## src/rtl/parity_frame_collector.sv

```systemverilog
// Serial frame collector: start, 4 data bits (LSB first), parity, stop; latches nibble and a saturating error count.
// Optional SEL_DEBOUNCE_EN: synchronise and debounce btn_sel before the sel toggle.
module parity_frame_collector #(
  parameter bit ODD_PARITY      = 1'b0,
  parameter int TIMEOUT_CYCLES  = 255,
  parameter int DEBOUNCE_CYCLES = 16
) (
  input  logic       clk,
  input  logic       rst_n,
  input  logic       bit_in,
  input  logic       bit_valid,
  input  logic       btn_sel,
  output logic [3:0] data_nibble,
  output logic [3:0] err_count,
  output logic       parity_err,
  output logic       frame_done,
  output logic       busy,
  output logic       sel
);

  // Handshake: bit_in is consumed only in a cycle with bit_valid=1; there is no backpressure.
  localparam logic [1:0] S_IDLE   = 2'd0;
  localparam logic [1:0] S_DATA   = 2'd1;
  localparam logic [1:0] S_PARITY = 2'd2;
  localparam logic [1:0] S_STOP   = 2'd3;

  localparam int TW = (TIMEOUT_CYCLES > 0) ? $clog2(TIMEOUT_CYCLES + 1) : 1;

  logic [1:0]    state;
  logic [3:0]    shreg;
  logic [1:0]    cnt;
  logic          par_bit;
  logic [TW-1:0] tcnt;
  logic          timeout_hit;
  logic          frame_good;
  logic [3:0]    err_next;

  assign busy        = (state != S_IDLE);
  assign timeout_hit = (TIMEOUT_CYCLES > 0) && busy && (tcnt == TW'(TIMEOUT_CYCLES));
  assign frame_good  = bit_in && ((^shreg ^ par_bit) == ODD_PARITY);
  assign err_next    = (err_count == 4'hF) ? 4'hF : err_count + 4'd1;

  always_ff @(posedge clk) begin
    if (!rst_n) begin
      state       <= S_IDLE;
      shreg       <= 4'd0;
      cnt         <= 2'd0;
      par_bit     <= 1'b0;
      tcnt        <= '0;
      data_nibble <= 4'd0;
      err_count   <= 4'd0;
      parity_err  <= 1'b0;
      frame_done  <= 1'b0;
    end else begin
      frame_done <= 1'b0;
      if (timeout_hit) begin
        // A strobe arriving in the timeout cycle is dropped along with the frame.
        state      <= S_IDLE;
        tcnt       <= '0;
        frame_done <= 1'b1;
        parity_err <= 1'b1;
        err_count  <= err_next;
      end else begin
        if (busy && !bit_valid) tcnt <= tcnt + TW'(1);
        else                    tcnt <= '0;
        case (state)
          S_IDLE: begin
            if (bit_valid && !bit_in) begin
              state <= S_DATA;
              cnt   <= 2'd0;
            end
          end
          S_DATA: begin
            if (bit_valid) begin
              shreg[cnt] <= bit_in;
              cnt        <= cnt + 2'd1;
              if (cnt == 2'd3) state <= S_PARITY;
            end
          end
          S_PARITY: begin
            if (bit_valid) begin
              par_bit <= bit_in;
              state   <= S_STOP;
            end
          end
          default: begin
            if (bit_valid) begin
              state      <= S_IDLE;
              frame_done <= 1'b1;
              if (frame_good) begin
                data_nibble <= shreg;
                parity_err  <= 1'b0;
              end else begin
                parity_err <= 1'b1;
                err_count  <= err_next;
              end
            end
          end
        endcase
      end
    end
  end

  logic btn_rise;

`ifdef SEL_DEBOUNCE_EN
  localparam int DW = $clog2(DEBOUNCE_CYCLES + 1);

  logic          btn_s1;
  logic          btn_s2;
  logic [DW-1:0] deb_cnt;
  logic          deb_level;
  logic          deb_prev;

  always_ff @(posedge clk) begin
    if (!rst_n) begin
      btn_s1    <= 1'b0;
      btn_s2    <= 1'b0;
      deb_cnt   <= '0;
      deb_level <= 1'b0;
      deb_prev  <= 1'b0;
    end else begin
      btn_s1   <= btn_sel;
      btn_s2   <= btn_s1;
      deb_prev <= deb_level;
      // The level flips only after DEBOUNCE_CYCLES consecutive samples that disagree with it.
      if (btn_s2 == deb_level) begin
        deb_cnt <= '0;
      end else if (deb_cnt == DW'(DEBOUNCE_CYCLES - 1)) begin
        deb_level <= btn_s2;
        deb_cnt   <= '0;
      end else begin
        deb_cnt <= deb_cnt + DW'(1);
      end
    end
  end

  assign btn_rise = deb_level & ~deb_prev;
`else
  logic btn_r;
  logic btn_r_d;
  logic unused_debounce_cfg;

  assign unused_debounce_cfg = ^DEBOUNCE_CYCLES;

  always_ff @(posedge clk) begin
    if (!rst_n) begin
      btn_r   <= 1'b0;
      btn_r_d <= 1'b0;
    end else begin
      btn_r   <= btn_sel;
      btn_r_d <= btn_r;
    end
  end

  assign btn_rise = btn_r & ~btn_r_d;
`endif

  always_ff @(posedge clk) begin
    if (!rst_n)        sel <= 1'b0;
    else if (btn_rise) sel <= ~sel;
  end

endmodule
```

## config.mk

```make
export PLATFORM = sky130hd
export DESIGN_NAME = parity_frame_collector
export DESIGN_NICKNAME = d
export VERILOG_FILES = /design/src/rtl/parity_frame_collector.sv
export SDC_FILE = /design/constraint.sdc
export NUM_CORES = 1
export LEC_CHECK = 0
export BUFFER_PORTS_ARGS = -buffer_cell sky130_fd_sc_hd__buf_2
export CAP_MARGIN = 20
export CORE_UTILIZATION = 35
export DETAILED_ROUTE_END_ITERATION = 7
export PLACE_DENSITY_LB_ADDON = 0.15
export SLEW_MARGIN = 10
export SYNTH_ARGS = -nofsm -noshare
export SYNTH_HDL_FRONTEND = slang
export SYNTH_SLANG_ARGS = --single-unit
```

## constraint.sdc

```tcl
create_clock -name clk -period 1.8 [get_ports clk]
set_input_delay 0.36 -clock clk [delete_from_list [all_inputs] [get_ports clk]]
set_output_delay 0.36 -clock clk [all_outputs]
set_load 0.05 [all_outputs]
```

Word-level counts from Yosys, hierarchy flattened:

Cells that the tools add are included.

* register bits: 30
* logic and storage cells: 84

* $add $sub $neg: 3
* magnitude comparators: 2
* eq/ne operators: 11
* mux-type cells: 24
* bitwise logic cells: 9
* reduce and logical (&&, ||, !) cells: 23

Operators with widths (number)
* $mux 4: 5
* $mux 2: 7
* $ne 2x2->1 const B: 5
* $reduce_and 3->1: 3
* $add 8x1->8 const B: 1
* $eq 8x8->1 const B: 1
* $mux 1: 8
* $reduce_and 4->1: 2
* $reduce_bool 2->1: 4
* $not 1->1: 7
* $pmux 2 s3: 1
* $reduce_or 3->1: 2
* $logic_and 1x1->1: 5
* $reduce_and 5->1: 1
* $add 4x1->4 const B: 1
* $bwmux 4: 1
* $eq 2x2->1 const B: 2
* $eq 4x4->1 const B: 1
* $pmux 2 s2: 1
* $reduce_xor 4->1: 1
* $lt 2x3->1 const B: 1
* $add 2x1->2 const B: 1
* $demux 1 s2: 1
* $eq 2x1->1 const B: 1
* 8 further kinds: 9

Depth between registers and ports, before layout:

Gate-level depths: netlist of the first run.

* depth after elaboration: 8
* gate-level depth with buffers: 8

Worst setup path before layout of the first run:

No wires, ideal clock.

* kind: register -> register
* start: register state[0]
* end: register err_count[3]
* data arrival time: 1.606 ns
* setup slack: 0.073 ns
* stages on the path, launching flop included: 8
* buffers on the path: 0
* period minus slack after synthesis: 1.727 ns
* cells stage by stage: dfxtp_1 -> inv_1 -> ha_1 -> and4b_1 -> nand2_1 -> a31oi_4 -> nand4_1 -> mux2i_1

* word-level cells in the longest chain between the ends: 4
* elaborated cells between the ends (all ways): 11
* classes of those cells: eq/ne (4); mux (1); reduce/logical (6)

Ends and longest elaborated chain
* start: declaration: line 29 `logic [1:0] state;`
* start signal: assignment: line 45 `state <= S_IDLE;`
* start signal: assignment: line 58 `state <= S_IDLE;`
* start signal: assignment: line 69 `state <= S_DATA;`
* $eq 2x2->1 (tied with other cells): line 66 `case (state)`
* $reduce_or 3->1 (no line) or $logic_and 1x1->1 (tied branches)
* $ne 2x1->1 (no line) (tied with other cells)
* $reduce_and 3->1 (no line)
* end signal: assignment: line 62 `err_count <= err_next;`
* end signal: assignment: line 95 `err_count <= err_next;`
* end: declaration: line 14 `output logic [3:0] err_count,`

Several ways; a longest one is shown, not always the timed one.
A chain may end at the register's enable or synchronous reset.

Final worst setup path of the first run:

Same ends and word-level chain as after synthesis.

==> results of run 1 <==
[sequential cells by signal, summed over array words and instances (netlist names)]
signal and flops:
tcnt 8, cnt 2, sel 1, parity_err 1, data_nibble 4, par_bit 1
state 2, err_count 4, btn_r 1, frame_done 1, btn_r_d 1, shreg 4
[synth_stat cells]
library cell   n  share of area (%)
a21boi_2       1               0.81
a21oi_1        5                1.8
a311oi_1       1               0.63
a31oi_1        1               0.45
a31oi_4        1                1.5
a41o_1         1               0.72
and2_1         3                1.3
and3_1         2               0.90
and4_1         1               0.63
and4b_1        1               0.72
buf_2          3                1.1
clkbuf_1       1               0.27
clkinv_1       1               0.27
dfxtp_1       30                 43
ha_1          10                9.0
inv_1          8                2.2
mux2i_1       11                7.9
nand2_1        9                2.4
nand2b_1       2               0.90
nand3_1        9                3.2
nand4_1        3                1.3
nand4_2        1               0.90
nor2_1        26                7.0
nor2b_1        1               0.45
nor3_1         1               0.36
nor3_2         1               0.72
o21ai_0        2               0.72
or3_1          2               0.90
xnor2_1        3                1.9
xnor2_2        1                1.2
xnor3_2        1                1.7
xor2_1         5                3.1
[logic make-up after synthesis]
| kind of cell | after synthesis | share of synthesized area (%) |
|---|---|---|
| adders and majority gates | 10 | 8.969 |
| DFF | 30 | 43.05 |
| and+or+nand+nor | 62 | 21.79 |
| muxes | 11 | 7.893 |
| xor gates and xnor gates | 10 | 7.893 |
| AOI/OAI and AO/OA | 12 | 6.637 |
| buffers and inverters | 13 | 3.766 |
[metrics by stage]
stage	TNS [ps]	hold WS, ps	cells	setup slack [ps]	utilization [%]
2_1_floorplan	0	421.4	148	72.70	-
3_3_place_gp	0	437.8	214	66.42	41.71
3_5_place_dp	-14.59	450.0	214	-14.59	41.71
4_1_cts	0	279.4	224	22.56	44.69
5_1_grt	-6.998	302.2	226	-6.998	45.59
6_report	0	282.0	226	114.2	45.59
[per-layer routing]
metal	track usage (%)	share of wire [%]
met2	25.52	49
met1	16.43	45
met4	9.783	2.7
met3	4.167	3.1
met5	0	0
[path summary, 6_finish.rpt]
check | from | cells after the start | slack [ps] | endpoint
worst max-delay path | state[0] | 7 | 110 | err_count[3]
worst min-delay path | btn_sel | 2 | 280 | btn_r
worst max register to register | state[0] | 7 | 110 | err_count[3]
worst min register to register | btn_r | 1 | 460 | btn_r_d
[layout by cell type, fill, tap and decap left out, drive strengths merged, types with 3 or more instances in the layout]
master / netlist / final
dfxtp: 30 / 30
clkbuf: 1 / 7
nor2: 26 / 26
inv: 8 / 8
mux2i: 11 / 11
nand4: 4 / 4
ha: 10 / 10
nand3: 9 / 9
xnor2: 4 / 4
and2: 3 / 3
xor2: 5 / 5
nand2: 9 / 9
a21oi: 5 / 5
buf: 3 / 26
[power groups by stage]
stage / sequential [W] / clock (W) / combinational [W]
2_1_floorplan: 0.000708 / 0 / 0.0000896
3_3_place_gp: 0.000700 / 0 / 0.000136
3_5_place_dp: 0.000702 / 0 / 0.000138
4_1_cts: 0.000686 / 0.000581 / 0.000141
5_1_grt: 0.000687 / 0.000618 / 0.000167
6_report: 0.000686 / 0.000559 / 0.000151
[area by class of cell]
type	count	area, um^2	share of cell area [%]
clock buffer	7	86.33	5.059
clock inverter	1	5.005	0.2933
inverter	9	33.78	1.979
multi-input combinational	105	760.7	44.57
sequential	30	603.1	35.34
tap	48	60.06	3.519
timing repair buffer	26	157.7	9.238
[repair_timing]
item | 4_1_cts | 5_1_grt
buffers inserted | 2 | 3
cloned | 0 | 0
endpoints found under the setup margin | 3 | 13
pin swaps | 1 | 3
resized for setup | 2 | 5
==> impl_metrics.py, run 1 <==
metrics = {
    "final_layout": {
        "fill_cells": 387,
        "antennaDiodeCount": 0,
        "layout-drive-gt1-share_pct": 24.72,
        "final_nets": 192,
        "stdcell_area_um2": 1707,
        "syn_to_final_growth_pct": 22.33,
    },
    "place": {
        "io_buffers": 16,
        "dpl_cell_area_um2": 1562,
        "place_congestion": 0.7509,
        "hpwlAfterDp_mm": 1.926,
    },
    "run_status": {
        "status": "completed",
    },
    "routing": {
        "drc_errors": 0,
        "drtAntennaViolNets": 0,
        "wl_mm": 2.684,
        "first_pass_iters": 4,
        "first_iter_violations": 56,
        "routedWlPerCell_um": 11.88,
        "via_per_inst": 4.757,
        "vias": 1075,
    },
    "job": {
        "cap_violations": 0,
    },
    "power": {
        "switching_power_w": 0.0003505,
        "power_leakage_nw": 0.7877,
        "pwr-share-seq_pct": 49.2,
        "p_total_w": 0.001396,
        "max-vdd-ir-drop_mv": 0.3308,
        "powerDensity_nw_per_um2": 817.9,
        "netSwitchingFraction_pct": 25.11,
        "clockPowerShare_pct": 40.0,
        "comb_power_share_pct": 10.8,
        "p_int_w": 0.001045,
    },
    "yosys": {
        "netlist_instances": 148,
        "seq_area_frac_synth_pct": 43.05,
        "synth_fp_nets": 163,
        "ys_seq_elements": 30,
        "synthDistinctLibCells": 32,
        "syn_area_um2": 1395,
        "yosys_warnings": 0,
        "syn_area_per_cell_um2": 9.426,
    },
    "floorplanning": {
        "rows": 22,
        "die_w_um": 65.14,
        "dieHeight_um": 65.14,
        "core_area_um2": 3744,
        "start_util_pct": 37.27,
        "die_area_um2": 4243,
        "io_pins": 17,
    },
    "critical_path": {
        "crit_arrival_ps": 1860,
        "criticalPathCategory": "reg -> reg",
        "crit_family": "simple AND/OR/NAND/NOR gates",
        "crit_chain": "inv_1 -> ha_1 -> and4b_2 -> nand2_2 -> a31oi_4 -> nand4_1 -> mux2i_1",
        "cp_max_fo": 7,
        "worstSetupEndpointType": "flip-flop",
        "path_buf_inv": 1,
        "crit_required_ps": 1970,
        "slowest_delay_ps": 340,
        "cp_slowest_cell": "dfxtp_2",
        "cp-start-kind": "flip-flop",
    },
    "clock_network": {
        "cts_tree": "done",
        "h-tree-depth": 2,
        "cts.sinks": 30,
        "cts_buffers": 5,
        "cts-root-buf": "clkbuf_8",
        "holdBufCountCts": 0,
        "clk_pin_slew_ps": 60,
        "clk_path_buf_depth": 2,
        "insertion_delay_ps": 280,
    },
    "grt": {
        "grt.overflow.total": 0,
        "grt_max_degree": 12,
        "antenna_found_initial": 0,
        "grt_pass1_wl_mm": 4.719,
        "first_global_vias": 1094,
        "grt_use_total_pct": 15.06,
    },
    "sta": {
        "fmax_mhz": 593.2,
        "skew_ps": 3.919,
        "fin_crit_sh_pct": 93.66,
        "worst_pin_slew_ps": 450.8,
        "setup_viol": 0,
        "fin_crit_ps": 1686,
        "hold_viol_final": 0,
        "slew_headroom_pct": 69.73,
        "finalMaxSlewViolations": 0,
    },
    "min_path": {
        "hold_path_class": "in -> reg",
    },
}
Note: power is estimated with default switching activity, not from simulation.
==> run 2: changes to the inputs <==
- PLACE_DENSITY: unset -> 0.52
- PLACE_DENSITY_LB_ADDON: 0.15 -> unset
==> run 2 against run 1 <==
Wire length decreased by 4.5%. Global-route usage decreased by 1.2 points. Critical endpoint is now busy. Register-to-register slack hardly changed. Cell count down 0.88%. Count of clock-buffer cells in the layout unchanged. Worst hold slack improved by 13 ps. First-iteration DRC count fell by 46%. Clock power down 3%. Combinational power fell by 8%. Via count is 1.5% lower.
==> impl_metrics.py, run 2 (synthesis gave the netlist of run 1 again) <==
metrics = {
    "run_status": {
        "status": "completed",
    },
    "grt": {
        "antenna_found_initial": 0,
        "grt_use_total_pct": 13.85,
        "first_global_vias": 1054,
        "grt_pass1_wl_mm": 4.381,
        "grt.overflow.total": 0,
        "grt_max_degree": 13,
    },
    "critical_path": {
        "criticalPathCategory": "reg -> out",
        "crit_required_ps": 1440,
        "crit_chain": "inv_1 -> ha_2 -> buf_4 -> inv_1 -> buf_2",
        "r2r-end": "shreg[2]",
        "crit_start": "state[0]",
        "cp_slowest_cell": "dfxtp_2",
        "cp_common_cell": "inv_1",
        "slowest_delay_ps": 360,
        "crit_arrival_ps": 1330,
        "rrSetupSlack_ps": 120,
        "r2r-start": "state[0]",
        "cp-start-kind": "flip-flop",
        "worstSetupEndpointType": "output pin",
        "cp_max_fo": 5,
        "r2r_cells": 8,
    },
    "min_path": {
        "holdCritStartpoint": "btn_sel",
        "hold_path_class": "in -> reg",
        "whs_path_depth": 2,
        "hold_path_end": "btn_r",
    },
    "power": {
        "powerDensity_nw_per_um2": 802.6,
        "power_leakage_nw": 0.7992,
        "pwr-share-seq_pct": 50.2,
        "switching_power_w": 0.0003332,
        "max-vdd-ir-drop_mv": 0.4937,
        "clockPowerShare_pct": 39.7,
        "p_total_w": 0.001372,
        "netSwitchingFraction_pct": 24.29,
        "p_int_w": 0.001039,
        "comb_power_share_pct": 10.1,
    },
    "final_layout": {
        "antennaDiodeCount": 0,
        "final_nets": 190,
        "syn_to_final_growth_pct": 22.51,
        "fill_cells": 403,
        "layout_commonest_cell": "dfxtp_1",
        "fin_cells": 224,
        "layout-drive-gt1-share_pct": 25.00,
        "final_cell_mix": "dfxtp_1, nor2_1, buf_2",
        "largest_register_ff_count": 8,
        "top_register": "tcnt",
    },
    "routing": {
        "wl_mm": 2.563,
        "vias": 1059,
        "first_pass_iters": 4,
        "drc_errors": 0,
        "first_iter_violations": 30,
        "via_per_inst": 4.728,
        "drtAntennaViolNets": 0,
        "routedWlPerCell_um": 11.44,
    },
    "job": {
        "cap_violations": 0,
    },
    "sta": {
        "skew_ps": 6.110,
        "fin_crit_sh_pct": 94.03,
        "setup_slack_ps": 107.5,
        "hold_ws_ps": 295.4,
        "fin_crit_ps": 1693,
        "hold_viol_final": 0,
        "rsz0062_at_grt": "yes",
        "fmax_mhz": 590.8,
        "worst_pin_slew_ps": 420.0,
        "fin_setup_tns_ps": 0,
        "finalMaxSlewViolations": 0,
        "slew_headroom_pct": 71.80,
        "setup_viol": 0,
    },
    "floorplanning": {
        "rows": 22,
        "start_util_pct": 37.27,
        "die_w_um": 65.14,
        "dieHeight_um": 65.14,
        "die_area_um2": 4243,
        "core_area_um2": 3744,
        "io_pins": 17,
    },
    "clock_network": {
        "holdBufCountCts": 0,
        "cts_tree": "done",
        "clk_path_buf_depth": 2,
        "h-tree-depth": 2,
        "cts-root-buf": "clkbuf_8",
        "clk_pin_slew_ps": 60,
        "cts.sinks": 30,
        "insertion_delay_ps": 280,
        "cts_buffers": 5,
    },
    "place": {
        "hpwlAfterDp_mm": 1.953,
        "pre_cts_slack_ps": -13.79,
        "place_congestion": 0.7993,
        "io_buffers": 16,
        "placed_cells": 213,
    },
}
run 2: cell types whose count changed in the layout (fill, tap and decap cells not counted), sizes merged:
cell  previous run  this run
buf             26        24
run 2: worst max path at each step:
| stage | end | cells after the start |
|---|---|---|
| 6_report | busy | 5 |
| 5_1_grt | shreg[2] | 8 |
| 4_1_cts | err_count[1] | 7 |
| 3_5_place_dp | err_count[3] | 7 |
| 3_3_place_gp | err_count[3] | 7 |
| 2_1_floorplan | err_count[3] | 7 |
run 2: final cells by class:
cell class	count	area (um^2)	area share [%]
clock buffer	7	86.33	5.051
clock inverter	1	5.005	0.2928
inverter	9	33.78	1.977
multi-input combinational	105	780.7	45.68
timing repair buffer	24	140.1	8.199
tap	48	60.06	3.514
sequential	30	603.1	35.29
run 2: critical path, delay by kind of cell, from the launching register on:
family / cells / cell delay, ps
buffers and inverters: 4 / 520
adders and majority gates: 1 / 180
DFF: 1 / 360
run 2: repair_timing:
item / CTS / global route
pin swaps: 1 / 4
hold endpoints to repair: 0 / 0
setup endpoints to repair: 2 / 23
gates resized for setup: 1 / 9
setup buffers: 2 / 1
run 2: power groups by stage:
| stage | clock (W) | combinational [W] | sequential [W] |
|---|---|---|---|
| 2_1_floorplan | 0 | 0.0000896 | 0.000708 |
| 3_3_place_gp | 0 | 0.000131 | 0.000701 |
| 3_5_place_dp | 0 | 0.000135 | 0.000702 |
| 4_1_cts | 0.000560 | 0.000136 | 0.000688 |
| 5_1_grt | 0.000585 | 0.000155 | 0.000690 |
| 6_report | 0.000545 | 0.000139 | 0.000688 |
run 2: layer usage:
metal / up-vias / part of all wire (%) / track usage [%]
met3: 7 / 3.1 / 4.167
li1: 547 / - / -
met1: 492 / 46 / 15.48
met2: 13 / 49 / 23.96
met4: 0 / 1.8 / 6.522
met5: - / 0 / 0
run 2: per-stage QoR:
stage               instance area [um^2]  util, %
detailed placement                  1554    41.51
CTS                                 1662    44.39
finish                              1709    45.66
floorplan                           1395        -
global route                        1709    45.66
global placement                    1554    41.51
==> run 3: changes to the inputs <==
- PLACE_DENSITY: 0.52 -> unset
==> run 3 against run 2 <==
Sequential power about the same. Clock power is 0.7% lower. Via count up 2.5%. Register-to-register slack worse by 50 ps. Die area stayed put. Largest power group unchanged. Combinational power rose by 8%. Core utilization increased by 0.33 points. Critical path depth increased by 2. Count of clock-buffer cells in the layout is the same.
==> impl_metrics.py, run 3 (synthesis gave the netlist of run 1 again) <==
metrics = {
    "final_layout": {
        "syn_to_final_growth_pct": 23.41,
        "antennaDiodeCount": 0,
        "largest_register_ff_count": 8,
        "layout-drive-gt1-share_pct": 25.99,
        "layout_commonest_cell": "dfxtp_1",
        "top_register": "tcnt",
        "fin_cells": 225,
        "final_cell_mix": "dfxtp_1, nor2_1, buf_2",
        "final_core_util_pct": 45.99,
        "final_nets": 191,
    },
    "grt": {
        "grt_busiest_layer": "met2",
        "grt_max_degree": 15,
        "first_global_vias": 1037,
        "grt.overflow.total": 0,
        "grt_use_total_pct": 15.57,
        "grt_use_met3_pct": 5.208,
        "grt_pass1_wl_mm": 4.740,
        "gr-usage-met2_pct": 27.08,
        "met1_usage_pct": 16.61,
        "antenna_found_initial": 0,
    },
    "critical_path": {
        "crit_arrival_ps": 1880,
        "worstSetupEndpointType": "flip-flop",
        "cp-start-kind": "flip-flop",
        "crit_required_ps": 1950,
        "cp_max_fo": 7,
        "criticalPathCategory": "reg -> reg",
        "path_buf_inv": 1,
        "slowest_delay_ps": 360,
        "cp_slowest_cell": "dfxtp_4",
        "crit_chain": "inv_2 -> ha_4 -> and4b_2 -> nand2_4 -> a31oi_4 -> nand4_1 -> mux2i_1",
        "crit_family": "simple AND/OR/NAND/NOR gates",
    },
    "sta": {
        "rsz0062_at_grt": "yes",
        "hold_ws_ps": 313.3,
        "worst_pin_slew_ps": 346.8,
        "finalMaxSlewViolations": 0,
        "setup_viol": 0,
        "slew_headroom_pct": 76.74,
        "fin_crit_ps": 1727,
        "fin_crit_sh_pct": 95.92,
        "skew_ps": 4.814,
        "hold_viol_final": 0,
        "fin_setup_tns_ps": 0,
        "fmax_mhz": 579.2,
    },
    "floorplanning": {
        "core_area_um2": 3744,
        "die_area_um2": 4243,
        "io_pins": 17,
        "dieHeight_um": 65.14,
        "rows": 22,
        "start_util_pct": 37.27,
        "die_w_um": 65.14,
    },
    "clock_network": {
        "clk_path_buf_depth": 2,
        "cts_buffers": 5,
        "clk_pin_slew_ps": 60,
        "insertion_delay_ps": 280,
        "cts.sinks": 30,
        "cts-root-buf": "clkbuf_8",
        "holdBufCountCts": 0,
        "cts_tree": "done",
        "h-tree-depth": 2,
    },
    "place": {
        "place_congestion": 0.7746,
        "io_buffers": 16,
        "placed_cells": 213,
        "hpwlAfterDp_mm": 2.017,
    },
    "power": {
        "powerDensity_nw_per_um2": 800.8,
        "p_total_w": 0.001379,
        "max-vdd-ir-drop_mv": 0.3964,
        "power_leakage_nw": 0.8018,
    },
    "routing": {
        "wl_mm": 2.821,
        "first_iter_violations": 31,
        "routedWlPerCell_um": 12.54,
        "first_pass_iters": 4,
        "drtAntennaViolNets": 0,
        "drc_errors": 0,
        "via_per_inst": 4.822,
        "vias": 1085,
    },
    "run_status": {
        "status": "completed",
    },
    "job": {
        "cap_violations": 0,
    },
    "min_path": {
        "hold_path_class": "in -> reg",
    },
}
## run 3: changes by cell type in the layout (fill, tap and decap cells not counted)
cell / change
ha_4: +1
xnor2_2: +1
a21boi_4: -1
dfxtp_4: +1
inv_1: -1
a21oi_4: +1
xnor2_4: -1
buf_6: +1
a21boi_2: +1
ha_2: -1
dfxtp_2: -1
inv_2: +1
a21oi_2: -1
## run 3: timing repair
| item | CTS | global route |
|---|---|---|
| buffers inserted | 2 | 2 |
| cloned | 0 | 0 |
| setup endpoints to repair | 7 | 11 |
| pin swaps | 1 | 3 |
| resized for setup | 3 | 10 |
## run 3: power by group
group | internal [W] | switching (W)
clock network | 0.000307 | 0.000234
registers | 0.000678 | 0.00000988
logic | 0.0000563 | 0.0000933
total | 0.00104 | 0.000337
## run 3: per-stage QoR
step | setup WS (ps) | instance area [um^2]
finish | 73.48 | 1722
global route | -31.21 | 1722
CTS | 5.403 | 1665
detailed placement | -33.90 | 1554
global placement | 84.51 | 1554
floorplan | 72.70 | 1395
## run 3: final timing paths
path / end / from / cells past startpoint / slack, ps
worst min register to register: btn_r_d / btn_r / 1 / 450
worst max-delay path: err_count[3] / state[0] / 7 / 70
worst min-delay path: btn_r / btn_sel / 2 / 310
worst max register to register: err_count[3] / state[0] / 7 / 70
## run 3: final cells by class
class	instances	area, um^2
Fill cell	365	2022
Multi-Input combinational cell	105	779.5
Sequential cell	30	605.6
Timing Repair Buffer	25	151.4
Clock buffer	7	86.33
Tap cell	48	60.06
Inverter	9	33.78
Clock inverter	1	5.005
## run 3: worst reg2reg max path, cell delays in order, from the launching register on
cell and delay (ps):
dfxtp_4 360, inv_2 60, ha_4 150, and4b_2 360, nand2_4 90, a31oi_4 260
nand4_1 160, mux2i_1 160
## run 3: layer usage
layer | vias up | routed length (um)
li1 | 557 | -
met1 | 508 | 1223
met2 | 14 | 1439
met3 | 6 | 93
met4 | 0 | 64
met5 | - | 0
